--- src/rtl/alu_shift_sequencer.sv ---
// alu_shift_sequencer: multi-cycle shifter built on a one-position ALU shift.
// Shared ALU types plus the sequencer that iterates the ALU for 0-31 steps.
package alu_shift_pkg;
    typedef logic [31:0] t_reg;

    typedef enum logic [2:0] {
        OP_TEST        = 3'd0,
        OP_LOGIC_LEFT  = 3'd1,
        OP_LOGIC_RIGHT = 3'd2,
        OP_ARITH_LEFT  = 3'd3,
        OP_ARITH_RIGHT = 3'd4
    } t_alu_op;
endpackage

module alu_shift_sequencer
    import alu_shift_pkg::*;
(
    input  logic       clock,
    input  logic       reset,
    input  logic       start,
    input  logic [1:0] kind,
    input  t_reg       value,
    input  logic [4:0] count,
    output logic       busy,
    output logic       done,
    output t_reg       result,
    output logic       carry_out,
    output logic       zero_out,
    output logic       neg_out,
    output logic       over_out,
    output t_alu_op    alu_op,
    output t_reg       alu_reg2,
    output t_reg       alu_reg3,
    output logic       alu_carry_in,
    input  t_reg       alu_result,
    input  logic       alu_carry,
    input  logic       alu_zero,
    input  logic       alu_neg,
    input  logic       alu_over
);

    typedef enum logic [1:0] {
        S_IDLE,
        S_RUN,
        S_DONE
    } state_t;

    state_t     state;
    state_t     state_nx;
    t_reg       acc;
    logic [4:0] remaining;
    t_alu_op    op_q;
    logic       over_sticky;
    logic       accept;
    logic       last_step;
    logic       op_is_test;
    logic       op_is_arith_left;
    logic       over_next;
    t_alu_op    kind_op;

    assign accept           = start && (state != S_RUN);
    assign last_step        = (remaining <= 5'd1);
    assign op_is_test       = (op_q == OP_TEST);
    assign op_is_arith_left = (op_q == OP_ARITH_LEFT);
    assign over_next        = over_sticky | alu_over;

    assign alu_reg2     = acc;
    assign alu_reg3     = '0;
    assign alu_carry_in = 1'b0;

    // Translate the request kind into the ALU single-step opcode.
    always_comb begin
        kind_op = OP_TEST;
        unique case (kind)
            2'd0:    kind_op = OP_LOGIC_LEFT;
            2'd1:    kind_op = OP_LOGIC_RIGHT;
            2'd2:    kind_op = OP_ARITH_LEFT;
            default: kind_op = OP_ARITH_RIGHT;
        endcase
    end

    // State register.
    always_ff @(posedge clock or posedge reset) begin
        if (reset)
            state <= S_IDLE;
        else
            state <= state_nx;
    end

    // Next state plus handshake and ALU op drive.
    always_comb begin
        state_nx = state;
        busy     = 1'b0;
        done     = 1'b0;
        alu_op   = OP_TEST;
        unique case (state)
            S_IDLE: begin
                if (start)
                    state_nx = S_RUN;
            end
            S_RUN: begin
                busy   = 1'b1;
                alu_op = op_q;
                if (last_step)
                    state_nx = S_DONE;
            end
            S_DONE: begin
                done     = 1'b1;
                state_nx = start ? S_RUN : S_IDLE;
            end
            default: state_nx = S_IDLE;
        endcase
    end

    // Accumulator iteration and final result/flag capture.
    always_ff @(posedge clock or posedge reset) begin
        if (reset) begin
            acc         <= '0;
            remaining   <= '0;
            op_q        <= OP_TEST;
            over_sticky <= 1'b0;
            result      <= '0;
            carry_out   <= 1'b0;
            zero_out    <= 1'b0;
            neg_out     <= 1'b0;
            over_out    <= 1'b0;
        end else if (accept) begin
            acc         <= value;
            remaining   <= count;
            op_q        <= (count == 5'd0) ? OP_TEST : kind_op;
            over_sticky <= 1'b0;
        end else if (state == S_RUN) begin
            acc         <= alu_result;
            over_sticky <= over_next;
            if (remaining != 5'd0)
                remaining <= remaining - 5'd1;
            if (last_step) begin
                result    <= alu_result;
                carry_out <= alu_carry & ~op_is_test;
                zero_out  <= alu_zero;
                neg_out   <= alu_neg;
                over_out  <= over_next & op_is_arith_left;
            end
        end
    end

endmodule

--- config.mk ---
export PLATFORM = sky130hd
export DESIGN_NAME = alu_shift_sequencer
export DESIGN_NICKNAME = d
export VERILOG_FILES = /design/src/rtl/alu_shift_sequencer.sv
export SDC_FILE = /design/constraint.sdc
export NUM_CORES = 1
export LEC_CHECK = 0
export BUFFER_PORTS_ARGS = -buffer_cell sky130_fd_sc_hd__buf_4
export CORE_ASPECT_RATIO = 0.75
export CORE_MARGIN = 4
export CORE_UTILIZATION = 28
export CTS_CLUSTER_DIAMETER = 40
export DETAILED_ROUTE_END_ITERATION = 8
export PLACE_DENSITY = 0.61
export REMOVE_ABC_BUFFERS = 1
export SYNTH_ARGS = -nofsm -noshare
export SYNTH_HDL_FRONTEND = slang
export SYNTH_SLANG_ARGS = --single-unit
--- constraint.sdc ---
create_clock -name clock -period 3.1 [get_ports clock]
set_clock_uncertainty 0.05 [all_clocks]
set_input_delay 0.62 -clock clock [delete_from_list [all_inputs] [get_ports clock]]
set_output_delay 0.62 -clock clock [all_outputs]
set_load 0.02 [all_outputs]
==> metrics.csv <==
stage;metric;value;unit
outcome;status;complete, no violations;
synth;Ys Warns;0;
sta;RSZ-0062 raised after global routing;no;
floorplan;Rows;36;
floorplan;DIE WIDTH;144;um
global_routing;vias in the first global route;2881;
routing;total number of vias;2812;
clock_network;clock latency on the worst-skew pair;0.33;ns
min_path;min-delay worst type;input port to asynchronous set/reset pin;
clock_network;Post-CTS Hold Fix Bufs;0;
clock_network;Post-CTS Setup Inserts;0;
floorplan;die area;0.0158;mm^2
cells_and_area;non-filler cells, final;648;
synth;largest area contributor in the netlist;dfrtp_1;
cells_and_area;multi-input logic area;0.00164;mm^2
critical_path;Startpoint Class;flip-flop;
global_routing;first-pass GRT wire length;14.8;mm
synth;post-synth top area share;0.511;
synth;top cells by area, synth;dfrtp_1 51%, mux2_4 10%, mux2i_1 9.0%, buf_4 6.4%, o21ai_0 4.3%;
routing;Detailed Routing Iterations Pass 1;4;
routing;Residual DRC;0;
critical_path;Required @ worst endpoint;2.43;ns
cells_and_area;register area;0.00198;mm^2
sta;crit share post-route;0.833;
clock_network;Num CTS Buffers;9;
routing;initial drt markers;88;
power_and_ir_drop;worst IR drop on VDD;0.000561;V
placed_design;port bufs;150;
global_routing;met2 Use GR;0.179;
synth;most numerous cell in the Yosys netlist;dfrtp_1;
placed_design;Final GP Congestion;0.787;
global_routing;total grt overflow;0;
cells_and_area;Nets;555;
critical_path;CP Max Fanout;35;
routing;Post-Route WL;9.62;mm
synth;Netlist Area Pre-Place;0.00387;mm^2
clock_network;H-Tree Depth;3;
sta;Final Hold Viols;0;
synth;number of library cell types mapped by synthesis;40;
global_routing;largest net degree at the start of global routing;49;
placed_design;Post-DP HPWL;7.15;mm
clock_network;clk buf depth;2;
sta;hold slack;0.281;ns
power_and_ir_drop;Tot Pwr;6.01;mW
job;Max Cap Viol;0;
cells_and_area;final core occ;0.405;
routing;Antenna Nets Post-Route;0;
power_and_ir_drop;Leak;2.75;nW
synth;Main synth FF type;dfrtp_1;
synth;Syn Area/Cell;11.9;um^2
critical_path;CP Data Arrival Time;1.91;ns
global_routing;GRT Max-Usage Layer;met2;
cells_and_area;n_diodes;0;
synth;Synth top cells by count;79 x dfrtp_1, 35 x mux2i_1, 34 x nand2_1;
cells_and_area;Area Growth Syn to Fin;38.6;%
global_routing;antenna violations before repair;0;
routing;routed vias/inst;4.34;
sta;Final min period;2.58;ns
routing;drt wl/cell;14.8;um
cells_and_area;share of layout cells above drive strength 1;0.440;
clock_network;CTS tree;built;
power_and_ir_drop;P per Cell Area;1120;mW/mm^2
critical_path;crit end category;output port;
floorplan;Initial Util;0.292;
global_routing;met1 usage;0.156;
synth;Cells after Synth;325;
floorplan;Die Span Y;110;um
clock_network;# clock sinks;79;
sta;Sum Neg Setup Slack;0;ns
synth;synthesized flop and latch total;79;
placed_design;DP Cell Count;632;
synth;register area share after synthesis;0.511;
floorplan;Ports;184;
global_routing;Total GRT Usage;0.120;
cells_and_area;Layout fillers;1293;
sta;fmax;387;MHz
synth;number of synthesized flops with an enable pin;0;
sta;Max-slew headroom;0.420;
sta;Slew Limit Fails;0;
global_routing;M3 GR Usage;0.0561;
critical_path;Crit Path Category;flip-flop to output port;
clock_network;Clock Tree Root;clkbuf_16;
synth;Synth async-reset ratio;1.00;
floorplan;Core ar.;0.0132;mm^2
clock_network;Reg clk slew, reported paths;0.06;ns
sta;Tightest Pin Transition;0.866;ns
sta;Final setup viols;0;
clock_network;PostCTS Resize Cnt;0;
## cell type report
class,instances,area share
multi-input combinational,219,0.305
inverter,9,0.00653
clock inverter,5,0.0152
timing repair buffer,154,0.220
sequential,79,0.368
tap,171,0.0399
clock buffer,11,0.0452
## critical path, cell delays in order, from the launching register on
cell and delay [ns]:
dfrtp_1 0.38, nand2b_1 0.36, inv_2 0.18, buf_4 0.34, and2_1 0.18, buf_4 0.13
## per-stage QoR
stage	setup slack [ns]	area, um^2
finish	0.519	5370
global route	0.381	5370
CTS	0.512	5370
detailed placement	0.812	5040
global placement	0.881	5040
floorplan	0.407	3650
## cells in the final DEF (no fill, tap or decap), types with 3 or more instances in the layout
cell,count
mux2_2,7
inv_1,7
dfrtp_1,79
and2_1,3
nand3_1,6
clkbuf_16,9
mux2_4,27
nor2_1,7
buf_4,152
ha_1,5
mux2i_1,35
nand2_1,34
o21ai_0,33
conb_1,33
## metal layers
| layer | wire, um | share of wire |
|---|---|---|
| met5 | 0 | 0 |
| met4 | 81 | 0.0084 |
| met3 | 942 | 0.098 |
| met2 | 4430 | 0.46 |
| met1 | 4170 | 0.43 |
## state kept, by name (all words and copies together), names as in the netlist
signal,cells
state,2
over_out,1
zero_out,1
result,32
carry_out,1
alu_reg2,32
op_q,3
remaining,5
over_sticky,1
neg_out,1
## logic make-up (layout without fill, tap and decap cells)
group                    after synthesis  in the layout  synth area share
AO/OA/AOI/OAI                         50             50            0.0824
adder cells (fa/ha/maj)                5              5            0.0162
buffers and inverters                 59            179            0.0979
flip-flops                            79             79             0.511
multiplexers                          69             69             0.216
other                                  1             33          0.000969
AND/OR/NAND/NOR                       62             62            0.0763
## final timing paths
path / slack (ns) / cells past startpoint / endpoint / startpoint
worst min register to register: 0.46 / 1 / result[25]$_DFFE_PP0P_ / result[25]$_DFFE_PP0P_
max in group asynchronous: 2.06 / 3 / result[2]$_DFFE_PP0P_ / reset
min in group clock: 0.45 / 3 / alu_reg2[10]$_DFFE_PP0P_ / alu_result[10]
worst max-delay path: 0.52 / 5 / alu_op[2] / state[1]$_DFFE_PP0P_
worst max register to register: 0.84 / 5 / result[31]$_DFFE_PP0P_ / remaining[1]$_DFFE_PP0P_
worst min-delay path: 0.28 / 2 / alu_reg2[28]$_DFFE_PP0P_ / reset
## report_power, final
part | total (mW) | switching, mW | leakage, nW | internal (mW)
Sequential | 1.92 | 0.357 | 0.944 | 1.56
Clock | 1.13 | 0.405 | 0.156 | 0.727
Combinational | 2.95 | 1.56 | 1.65 | 1.39
(Power assumes the default switching activity.)
